## config.mk

```make
export PLATFORM = sky130hd
export DESIGN_NAME = ddr5_mc_pwrgd_sequencer
export DESIGN_NICKNAME = d
export VERILOG_FILES = /design/src/rtl/ddr5_mc_pwrgd_sequencer.sv
export SDC_FILE = /design/constraint.sdc
export NUM_CORES = 1
export LEC_CHECK = 0
export CAP_MARGIN = 15
export CORE_ASPECT_RATIO = 1.4
export CORE_MARGIN = 5
export CORE_UTILIZATION = 40
export CTS_CLUSTER_DIAMETER = 80
export DETAILED_ROUTE_END_ITERATION = 10
export PLACE_DENSITY = 0.63
export SKIP_LAST_GASP = 1
export SLEW_MARGIN = 20
export SYNTH_ARGS = -nofsm -noshare
export SYNTH_HDL_FRONTEND = slang
export SYNTH_SLANG_ARGS = --single-unit
```

## constraint.sdc

```tcl
create_clock -name iClk -period 3.5 [get_ports iClk]
set_clock_uncertainty 0.05 [all_clocks]
set_input_delay 0.525 -clock iClk [delete_from_list [all_inputs] [get_ports iClk]]
set_output_delay 0.525 -clock iClk [all_outputs]
set_load 0.02 [all_outputs]
```

## src/rtl/ddr5_mc_pwrgd_sequencer.sv

```systemverilog
// Per-CPU DDR5 power-good sequencer: staggers channel ADR enables, watches for all-OK, drives CPU DRAMPWRGD.
// All outputs registered (one-cycle response to inputs); a latched fault is sticky until iRst_n.
module ddr5_mc_pwrgd_sequencer #(
  parameter int NUM_CH      = 4,
  parameter int STAGGER_CYC = 8,
  parameter int TIMEOUT_CYC = 100,
  localparam int IDW        = (NUM_CH > 1) ? $clog2(NUM_CH) : 1
) (
  input  logic              iClk,
  input  logic              iRst_n,
  input  logic              iPWRGD_PS_PWROK,
  input  logic [NUM_CH-1:0] iCH_PRSNT,
  input  logic [NUM_CH-1:0] iCH_DRAMPWRGD_OK,
  input  logic [NUM_CH-1:0] iCH_MEM_FLT,
  output logic [NUM_CH-1:0] oCH_ADR_EN,
  output logic              oDRAMPWRGD_CPU,
  output logic              oMEM_FLT,
  output logic              oTIMEOUT_FLT,
  output logic [IDW-1:0]    oFLT_CH_ID,
  output logic [2:0]        oSTATE
);

  localparam int MAXC = (STAGGER_CYC > TIMEOUT_CYC) ? STAGGER_CYC : TIMEOUT_CYC;
  localparam int CNTW = $clog2(MAXC + 1);

  typedef enum logic [2:0] {
    ST_IDLE    = 3'd0,
    ST_RELEASE = 3'd1,
    ST_WAIT_OK = 3'd2,
    ST_RUN     = 3'd3,
    ST_FAULT   = 3'd4
  } state_t;

  state_t            r_state, w_nxt_state;
  logic [CNTW-1:0]   r_cnt, w_nxt_cnt;
  logic [IDW-1:0]    r_idx, w_nxt_idx;
  logic [NUM_CH-1:0] r_adr_en, w_nxt_adr_en;
  logic              r_pwrgd, w_nxt_pwrgd;
  logic              r_mem_flt, w_nxt_mem_flt;
  logic              r_to_flt, w_nxt_to_flt;
  logic [IDW-1:0]    r_flt_id, w_nxt_flt_id;

  logic              w_allok;
  logic [NUM_CH-1:0] w_flt_vec, w_drop_vec;
  logic              w_go_idle, w_go_flt, w_set_to;
  logic [IDW-1:0]    w_flt_id;

  function automatic logic [IDW-1:0] f_lowest(input logic [NUM_CH-1:0] v);
    f_lowest = '0;
    for (int k = NUM_CH - 1; k >= 0; k--)
      if (v[k]) f_lowest = IDW'(k);
  endfunction

  assign w_allok    = &(iCH_DRAMPWRGD_OK | ~iCH_PRSNT);
  assign w_flt_vec  = iCH_MEM_FLT & iCH_PRSNT;
  assign w_drop_vec = ~iCH_DRAMPWRGD_OK & iCH_PRSNT;

  always_comb begin
    w_nxt_state   = r_state;
    w_nxt_cnt     = r_cnt;
    w_nxt_idx     = r_idx;
    w_nxt_adr_en  = r_adr_en;
    w_nxt_pwrgd   = r_pwrgd;
    w_nxt_mem_flt = r_mem_flt;
    w_nxt_to_flt  = r_to_flt;
    w_nxt_flt_id  = r_flt_id;
    w_go_idle     = 1'b0;
    w_go_flt      = 1'b0;
    w_set_to      = 1'b0;
    w_flt_id      = '0;

    case (r_state)
      ST_IDLE: begin
        if (iPWRGD_PS_PWROK) begin
          w_nxt_state = ST_RELEASE;
          w_nxt_cnt   = '0;
          w_nxt_idx   = '0;
        end
      end
      ST_RELEASE: begin
        if (!iPWRGD_PS_PWROK) begin
          w_go_idle = 1'b1;
        end else if (|w_flt_vec) begin
          w_go_flt = 1'b1;
          w_flt_id = f_lowest(w_flt_vec);
        end else if (r_cnt == CNTW'(STAGGER_CYC - 1)) begin
          w_nxt_cnt = '0;
          for (int k = 0; k < NUM_CH; k++)
            if (IDW'(k) == r_idx) w_nxt_adr_en[k] = 1'b1;
          if (r_idx == IDW'(NUM_CH - 1)) begin
            w_nxt_state = ST_WAIT_OK;
            w_nxt_idx   = '0;
          end else begin
            w_nxt_idx = r_idx + 1'b1;
          end
        end else begin
          w_nxt_cnt = r_cnt + 1'b1;
        end
      end
      ST_WAIT_OK: begin
        // allok is tested before the watchdog so a same-cycle OK beats the timeout
        if (!iPWRGD_PS_PWROK) begin
          w_go_idle = 1'b1;
        end else if (|w_flt_vec) begin
          w_go_flt = 1'b1;
          w_flt_id = f_lowest(w_flt_vec);
        end else if (w_allok) begin
          w_nxt_state = ST_RUN;
          w_nxt_pwrgd = 1'b1;
          w_nxt_cnt   = '0;
        end else if (r_cnt == CNTW'(TIMEOUT_CYC - 1)) begin
          w_go_flt = 1'b1;
          w_set_to = 1'b1;
          w_flt_id = f_lowest(w_drop_vec);
        end else begin
          w_nxt_cnt = r_cnt + 1'b1;
        end
      end
      ST_RUN: begin
        if (!iPWRGD_PS_PWROK) begin
          w_go_idle = 1'b1;
        end else if (|(w_flt_vec | w_drop_vec)) begin
          w_go_flt = 1'b1;
          w_flt_id = f_lowest(w_flt_vec | w_drop_vec);
        end
      end
      ST_FAULT: begin
        w_nxt_state = ST_FAULT;
      end
      default: begin
        w_nxt_state = ST_IDLE;
      end
    endcase

    if (w_go_idle) begin
      w_nxt_state  = ST_IDLE;
      w_nxt_adr_en = '0;
      w_nxt_pwrgd  = 1'b0;
      w_nxt_cnt    = '0;
      w_nxt_idx    = '0;
    end else if (w_go_flt) begin
      w_nxt_state   = ST_FAULT;
      w_nxt_adr_en  = '0;
      w_nxt_pwrgd   = 1'b0;
      w_nxt_mem_flt = 1'b1;
      w_nxt_to_flt  = w_set_to;
      w_nxt_flt_id  = w_flt_id;
      w_nxt_cnt     = '0;
      w_nxt_idx     = '0;
    end
  end

  always_ff @(posedge iClk or negedge iRst_n) begin
    if (!iRst_n) begin
      r_state   <= ST_IDLE;
      r_cnt     <= '0;
      r_idx     <= '0;
      r_adr_en  <= '0;
      r_pwrgd   <= 1'b0;
      r_mem_flt <= 1'b0;
      r_to_flt  <= 1'b0;
      r_flt_id  <= '0;
    end else begin
      r_state   <= w_nxt_state;
      r_cnt     <= w_nxt_cnt;
      r_idx     <= w_nxt_idx;
      r_adr_en  <= w_nxt_adr_en;
      r_pwrgd   <= w_nxt_pwrgd;
      r_mem_flt <= w_nxt_mem_flt;
      r_to_flt  <= w_nxt_to_flt;
      r_flt_id  <= w_nxt_flt_id;
    end
  end

  assign oCH_ADR_EN     = r_adr_en;
  assign oDRAMPWRGD_CPU = r_pwrgd;
  assign oMEM_FLT       = r_mem_flt;
  assign oTIMEOUT_FLT   = r_to_flt;
  assign oFLT_CH_ID     = r_flt_id;
  assign oSTATE         = r_state;

endmodule
```

-- Yosys cells after proc, flatten, opt, wreduce, memory -nomap -nowiden
Index checks and enable logic that the tools add are counted.
- register bits: 21
- input bits: 15
- reduce and logical (&&, ||, !) cells: 26
- muxes and demuxes: 81
- bitwise logic cells: 7
- $add $sub $neg: 2
- equal/unequal tests: 21
- operators by type and width (operator ; number):
    $mux W7 ; 10
    $mux W2 ; 27
    $ne A4 B4 Y1 const B ; 8
    $mux W3 ; 10
    $reduce_bool A3 Y1 ; 9
    $reduce_and A5 Y1 ; 5
    $mux W4 ; 6
    $mux W1 ; 23
    $pmux W7 S3 ; 1
    $pmux W3 S5 ; 1
    $reduce_and A9 Y1 ; 1
    $and A4 B4 Y4 ; 2
    $not A4 Y4 ; 2
    $or A4 B4 Y4 ; 2
    $reduce_and A4 Y1 ; 2
    $reduce_or A4 Y1 ; 2
    $add A7 B1 Y7 const B ; 1
    $eq A7 B3 Y1 const B ; 1
    $eq A7 B7 Y1 const B ; 1
    $reduce_and A7 Y1 ; 1
    $eq A3 B2 Y1 const B ; 2
    $ne A3 B3 Y1 const B ; 2
    $pmux W2 S3 ; 1
    $ne A5 B5 Y1 const B ; 1
    other kinds (15) ; 16

-- Logic depth before layout (Yosys ltp)
Gate-level depths: netlist of the first run.
- depth after elaboration: 11
- gate-level depth with buffers: 7

-- Least setup slack after synthesis of the first run
No wires, ideal clock.
- kind: input-to-reg
- start: input iCH_PRSNT[0]
- end: register r_cnt[0]
- cell stages on the path: 5
- slack: 1.566 ns
- path buffers: 0
- arrival: 1.759 ns
- required time: 3.325 ns
- cells stage by stage: nor2b_4 > or4_4 > a22oi_4 > nor3_2 > mux2_4
- longest elaborated chain between the ends: 9
- RTL lines (what ; RTL line ; RTL):
    from (decl) ; 12 ; input logic [NUM_CH-1:0] iCH_PRSNT,
    $not A4 Y4 ; 54 ; assign w_allok = &(iCH_DRAMPWRGD_OK | ~iCH_PRSNT);
    $or A4 B4 Y4 ; 54 ;
    $reduce_and A4 Y1 ; 54 ;
    $mux W1 or $mux W7 (tied branches) ; 107 ; end else if (w_allok) begin
    $mux W1 or $mux W7 (tied branches) ; 104 ; end else if (|w_flt_vec) begin
    $mux W1 or $mux W7 (tied branches) ; 102 ; if (!iPWRGD_PS_PWROK) begin
    $pmux W1 S3 or $pmux W7 S3 (tied branches) ; 72 ; case (r_state)
    $ne A5 B5 Y1 (no source line), or another cell as far along ; - ;
    $reduce_and A7 Y1 (no source line) or $mux W7 (tied branches) ; - ;
    to (signal assigned) ; 165 ; r_cnt <= w_nxt_cnt;
    to (decl) ; 35 ; logic [CNTW-1:0] r_cnt, w_nxt_cnt;
Parallel ways exist; a longest one is shown, timed or not. The select of a mux whose other input is x is not followed.
A chain may end at the register's enable or synchronous reset.

-- Worst setup path after layout of the first run
- start: input iCH_PRSNT[3]
- end: register r_idx[0]
- longest elaborated chain between the ends: 9
- RTL lines (what ; RTL line ; RTL):
    $not A4 Y4 ; 54 ;
    $or A4 B4 Y4 ; 54 ;
    $reduce_and A4 Y1 ; 54 ;
    $mux W1 ; 107 ;
    $mux W1 ; 104 ;
    $mux W1 ; 102 ;
    $pmux W1 S3 ; 72 ;
    $ne A4 B4 Y1 (no source line), or another cell as far along ; - ;
    $reduce_and A5 Y1 (no source line) or $mux W2 (tied branches) ; - ;
    to (signal assigned) ; 166 ; r_idx <= w_nxt_idx;
    to (decl) ; 36 ; logic [IDW-1:0] r_idx, w_nxt_idx;
Parallel ways exist; a longest one is shown, timed or not.

==> results of run 1 <==
-- power by group --
group          switching, W  internal (W)
sequential        0.0000414      0.000267
clock             0.0000801     0.0000813
combinational      0.000170      0.000130
total              0.000292      0.000479
-- synthesized netlist by cell type, drive strengths merged, types with 2 or more instances --
cell / instances
nand2: 12
nand4: 2
nor3: 3
nor2b: 7
o21ai: 5
nand3: 5
o2bb2ai: 3
o31ai: 2
a22o: 3
and3: 3
clkbuf: 3
a21oi: 9
a22oi: 3
or2: 3
dfrtp: 21
ha: 5
a2111oi: 4
nand2b: 7
inv: 7
nor2: 19
a31oi: 7
a21o: 4
mux2: 2
-- routing by layer --
layer,vias to the layer above,routed length [um]
met5,-,0
met4,0,75
met3,5,131
met2,37,1870
met1,621,1410
li1,626,-
-- cell type report --
class / instances / area share [%]
multi-input cells: 123 / 48.1
flip-flops and latches: 21 / 30.3
repair buffers: 26 / 14.7
well taps: 40 / 2.88
clock buffers: 4 / 2.59
inverters: 7 / 1.51
-- worst max-delay path: cells and delay by family --
family / cells / cell delay (ps)
buf+inv: 1 / 540
simple gates: 2 / 830
compound gates: 3 / 620
-- registers in the layout (all words and copies together) (netlist names) --
name and count:
r_cnt 7, oMEM_FLT 1, oDRAMPWRGD_CPU 1, r_idx 2
oTIMEOUT_FLT 1, oFLT_CH_ID 2, oCH_ADR_EN 4, oSTATE 3
-- worst paths after layout --
check	from	end	slack, ps	depth (start not counted)
max reg2reg	r_cnt[0]$_DFFE_PN0P_	r_idx[0]$_DFFE_PN0P_	1160	6
min	iRst_n	oCH_ADR_EN[2]$_DFFE_PN0P_	150	1
min in group iClk	oMEM_FLT$_DFFE_PN0P_	oMEM_FLT$_DFFE_PN0P_	420	1
max	iCH_PRSNT[3]	r_idx[0]$_DFFE_PN0P_	1060	6
max in group asynchronous	iRst_n	r_cnt[2]$_DFFE_PN0P_	2920	1
min reg2reg	oMEM_FLT$_DFFE_PN0P_	oMEM_FLT$_DFFE_PN0P_	420	1
-- through the flow --
| step | power (W) | worst slack, ps |
|---|---|---|
| final | 0.000770 | 1060 |
| after global routing | 0.000824 | 968 |
| after CTS | 0.000779 | 1130 |
| after detailed placement | 0.000617 | 857 |
| after global placement | 0.000609 | 951 |
| after floorplan | 0.000500 | 1570 |
-- cells by family after synthesis --
family                   count (synthesis)  share of synthesized area, %
AND/OR/NAND/NOR                         66                          25.4
multiplexers                             2                          1.87
XOR/XNOR                                 1                         0.625
buffers and inverters                   11                          2.95
adder cells (fa/ha/maj)                  5                          4.46
flip-flops                              21                          37.5
AO/OA/AOI/OAI                           49                          27.2
==> flow_summary.toml, run 1 <==
[synth]
ys_seq_elements = 21
yosys.cell_types.count = 44
synthTopCellsByArea = "dfrtp_1 38%, nor2_1 5.1%, ha_1 4.5%"
post-synth-top-area-fraction_pct = 37.5
synth_edf_count = 0
syn_inst = 155
avgSynthCellArea_sq_um = 9.04
synth-async-reset-ratio_pct = 100
synth_flop_cell = "dfrtp_1"
synth_top_cell_by_area = "dfrtp_1"
synth_nets = 175
seq_area_frac_synth_pct = 37.5
ys_warn_count = 0
synth_area_sq_um = 1400

[clocking]
holdBufCountCts = 0
ctsResizeCount = 0
tritoncts = "yes"
htreeDepth = 1
clock_latency_ps = 270
cts_root_buf = "clkbuf_8"
cts_setup_buffers = 0
cts_buffers = 3
clockBufferDepth = 2
clock-sinks = 21
clk_pin_slew_ps = 80

[place]
gp_congestion = 0.868
port_buffers = 26
dpl.cell_count = 217
place_area_sq_um = 1700
hpwl_um = 2770

[sta]
drv_slew = 0
hold_viol_final = 0
max_freq_mhz = 411
setup_viol = 0
rsz0062_at_grt = "no"
period_share_pct = 69.6
tightest_slew_ps = 623
fin_setup_tns_ps = 0
period_minus_slack_ps = 2440
worst_hold_slack_ps = 152
slew_headroom_pct = 58.3

[floorplanning]
start_util_pct = 41.5
ioPinCount = 27
core_sq_um = 3380
die-area_sq_um = 4800
die_y_um = 80.0
num_rows = 25
die_w_um = 60.0

[cells_and_area]
n_fill_cell = 325
layout_commonest_cell = "clkdlybuf4s50_1"
layout_common_cells = "25 x clkdlybuf4s50_1, 21 x dfrtp_1, 19 x nor2_1"
fin_nets = 202
design_area_sq_um = 1740
multi_input_area_sq_um = 835
antennaDiodeCount = 0
final_layout_size_suffix_gt1_share_pct = 8.84
register_area_sq_um = 526
syn2layout_area_growth_pct = 23.9
utilization_pct = 51.4
layout.cells.non_filler = 221

[grt]
overflow = 0
grt_pass1_wl_um = 5870
use_met3_pct = 0.971
grt_pass1_vias = 1277
grt.total_usage_pct = 16.0
grt_max_degree = 22
use_met2_pct = 28.9
top_usage_layer = "met2"
antenna_found_initial = 0
gr-usage-met1_pct = 18.4

[critical_path]
critPathMaxFanout = 9
required_ps = 3600
path_class = "in -> reg"
cp.arrival_ps = 2530
end_kind = "flop"
max_stage_delay_ps = 540
path_cells = "clkdlybuf4s50_1 -> nor2b_1 -> o41ai_2 -> nor2_1 -> o21a_1 -> o2bb2ai_1"
critPathSlowestCell = "clkdlybuf4s50_1"
startpoint_type = "primary input"

[power]
p_leak_nw = 0.748
powerDensity_nw_per_um2 = 444
ir_drop_mv = 0.224

[route]
postRouteAntennaNets = 0
drtPass1Iterations = 4
drcViolationCount = 0
routedWlPerCell_um = 15.8
totalWireLength_um = 3480
drt_iter0_drc = 48
vias = 1289
viasPerCell = 5.83

[hold_path]
hold_path.class = "in -> async"

[flow_run]
max_cap_violations = 0

[status]
outcome = "complete, no violations"
No activity file was read; power rests on OpenSTA's default activity.
==> inputs of run 2 (changes only) <==
PLACE_DENSITY = 0.66   (was 0.63)
clock period = 2.11 ns   (was 3.5 ns; I/O delays follow)
==> run 2 against run 1 <==
Compared with the run above:
- worst setup slack worse by 980 ps
- final cell count is 15% higher
- count of clock-buffer cells in the layout is 1 lower
- total power is 82% higher
- critical endpoint is now oSTATE[1]
- hold slack better by 190 ps
- highest routed layer unchanged
- critical path type is now reg -> out
- first-iteration DRC count is 15% lower
==> flow_summary.toml, run 2 (synthesis results as in run 1) <==
[status]
outcome = "complete, no violations"

[route]
totalWireLength_um = 3850
postRouteAntennaNets = 0
vias = 1440
drtPass1Iterations = 4
drt_iter0_drc = 41
routedWlPerCell_um = 15.1
drcViolationCount = 0
viasPerCell = 5.65

[cells_and_area]
layout_commonest_cell = "buf_4"
antennaDiodeCount = 0
fin_nets = 236
syn2layout_area_growth_pct = 44.4
layout_common_cells = "34 x buf_4, 26 x clkdlybuf4s50_1, 21 x dfrtp_1"
final_layout_size_suffix_gt1_share_pct = 25.1
largest_register_ffs = 7
design_area_sq_um = 2020
n_fill_cell = 309
utilization_pct = 59.9
regMostFlops = "r_cnt"

[power]
ir_drop_mv = 0.428
pwr-share-clk_pct = 19.0
p_seq_share_pct = 34.8
power_switching_w = 0.000518
intPower_w = 0.000884
powerDensity_nw_per_um2 = 693
p_leak_nw = 0.924
combPwrFrac_pct = 46.2
p_total_w = 0.00140
switching_share_pct = 37.0

[clocking]
clockBufferDepth = 2
cts_setup_buffers = 0
htreeDepth = 1
tritoncts = "yes"
clock_latency_ps = 260
cts_root_buf = "clkbuf_8"
cts_buffers = 3
clk_pin_slew_ps = 80
clock-sinks = 21

[critical_path]
startpoint_type = "flop"
end_kind = "output port"
cp.arrival_ps = 1660
path_delay_family = "buffers and inverters"
critPathMaxFanout = 11
path_cells = "buf_4 -> clkdlybuf4s50_1"
required_ps = 1740
max_stage_delay_ps = 610
path_class = "reg -> out"
critPathSlowestCell = "clkdlybuf4s50_1"
critPathBufInv = 2

[sta]
slew_headroom_pct = 71.6
tightest_slew_ps = 416
hold_viol_final = 0
setup_viol = 0
worst_hold_slack_ps = 337
period_minus_slack_ps = 2030
period_share_pct = 96.2
worst_slack_ps = 81.2
max_freq_mhz = 493
drv_slew = 0

[grt]
grt_pass1_vias = 1507
grt_pass1_wl_um = 6570
grt.total_usage_pct = 17.8
grt_max_degree = 22
antenna_found_initial = 0
overflow = 0

[place]
port_buffers = 26
gp_congestion = 0.897
place_area_sq_um = 1950
hpwl_um = 3130
dpl_worst_slack_ps = -221

[floorplanning]
ioPinCount = 27
die_y_um = 80.0
core_sq_um = 3380
num_rows = 25
die_w_um = 60.0
die-area_sq_um = 4800
start_util_pct = 41.5

[flow_run]
max_cap_violations = 0

[hold_path]
hold_path.class = "in -> async"
[run 2: cell count changes in the layout (fill, tap and decap cells not counted), sizes merged]
cell           delta
buf              +33
clkbuf            -1
clkdlybuf4s50     +1
clkinv            +1
[run 2: area by class of cell]
| cell class | count | area, sq um | share of cell area [%] |
|---|---|---|---|
| clock inverter | 1 | 5.00 | 0.247 |
| timing repair buffer | 60 | 515 | 25.5 |
| inverter | 7 | 26.3 | 1.30 |
| tap | 40 | 50.0 | 2.47 |
| multi-input combinational | 123 | 860 | 42.5 |
| clock buffer | 3 | 41.3 | 2.04 |
| sequential | 21 | 526 | 26.0 |
[run 2: per-layer routing]
layer,share of wire [%],track usage [%],vias to the layer above
li1,-,-,703
met4,4.2,12.4,0
met2,55,31.8,44
met3,3.8,1.46,12
met1,37,18.7,681
met5,0,0,-
[run 2: repair_timing]
item / CTS / global route
hold buffers: 0 / 0
gates resized for setup: 0 / 6
endpoints found under the setup margin: 0 / 14
[run 2: worst register-to-register path, cell delays in order (launching register included)]
cell and delay [ps]:
dfrtp_1 400, ha_1 220, nor2b_2 160, a41oi_1 290, buf_4 180, o211ai_1 100, and2_1 190, mux2_2 270
[run 2: final timing paths]
kind,start,end,depth (start not counted),slack [ps]
worst max-delay path,oSTATE[1]$_DFFE_PN0P_,oSTATE[1],2,80
worst min-delay path,iRst_n,r_idx[1]$_DFFE_PN0P_,2,340
worst max register to register,r_cnt[0]$_DFFE_PN0P_,oTIMEOUT_FLT$_DFFE_PN0P_,7,140
worst min register to register,oMEM_FLT$_DFFE_PN0P_,oMEM_FLT$_DFFE_PN0P_,1,420
max in group asynchronous,iRst_n,oTIMEOUT_FLT$_DFFE_PN0P_,2,1450
min in group iClk,oMEM_FLT$_DFFE_PN0P_,oMEM_FLT$_DFFE_PN0P_,1,420
[run 2: metrics by stage]
step	TNS [ps]	std cells
3_5_place_dp	-2880	251
2_1_floorplan	0	155
3_3_place_gp	-2480	251
4_1_cts	0	255
6_report	0	255
5_1_grt	-9.70	255
[run 2: power groups by stage]
stage / clock network [W] / logic (W) / registers [W]
2_1_floorplan: 0 / 0.000307 / 0.000522
3_3_place_gp: 0 / 0.000630 / 0.000494
3_5_place_dp: 0 / 0.000640 / 0.000496
4_1_cts: 0.000273 / 0.000642 / 0.000488
5_1_grt: 0.000287 / 0.000702 / 0.000495
6_report: 0.000266 / 0.000648 / 0.000488
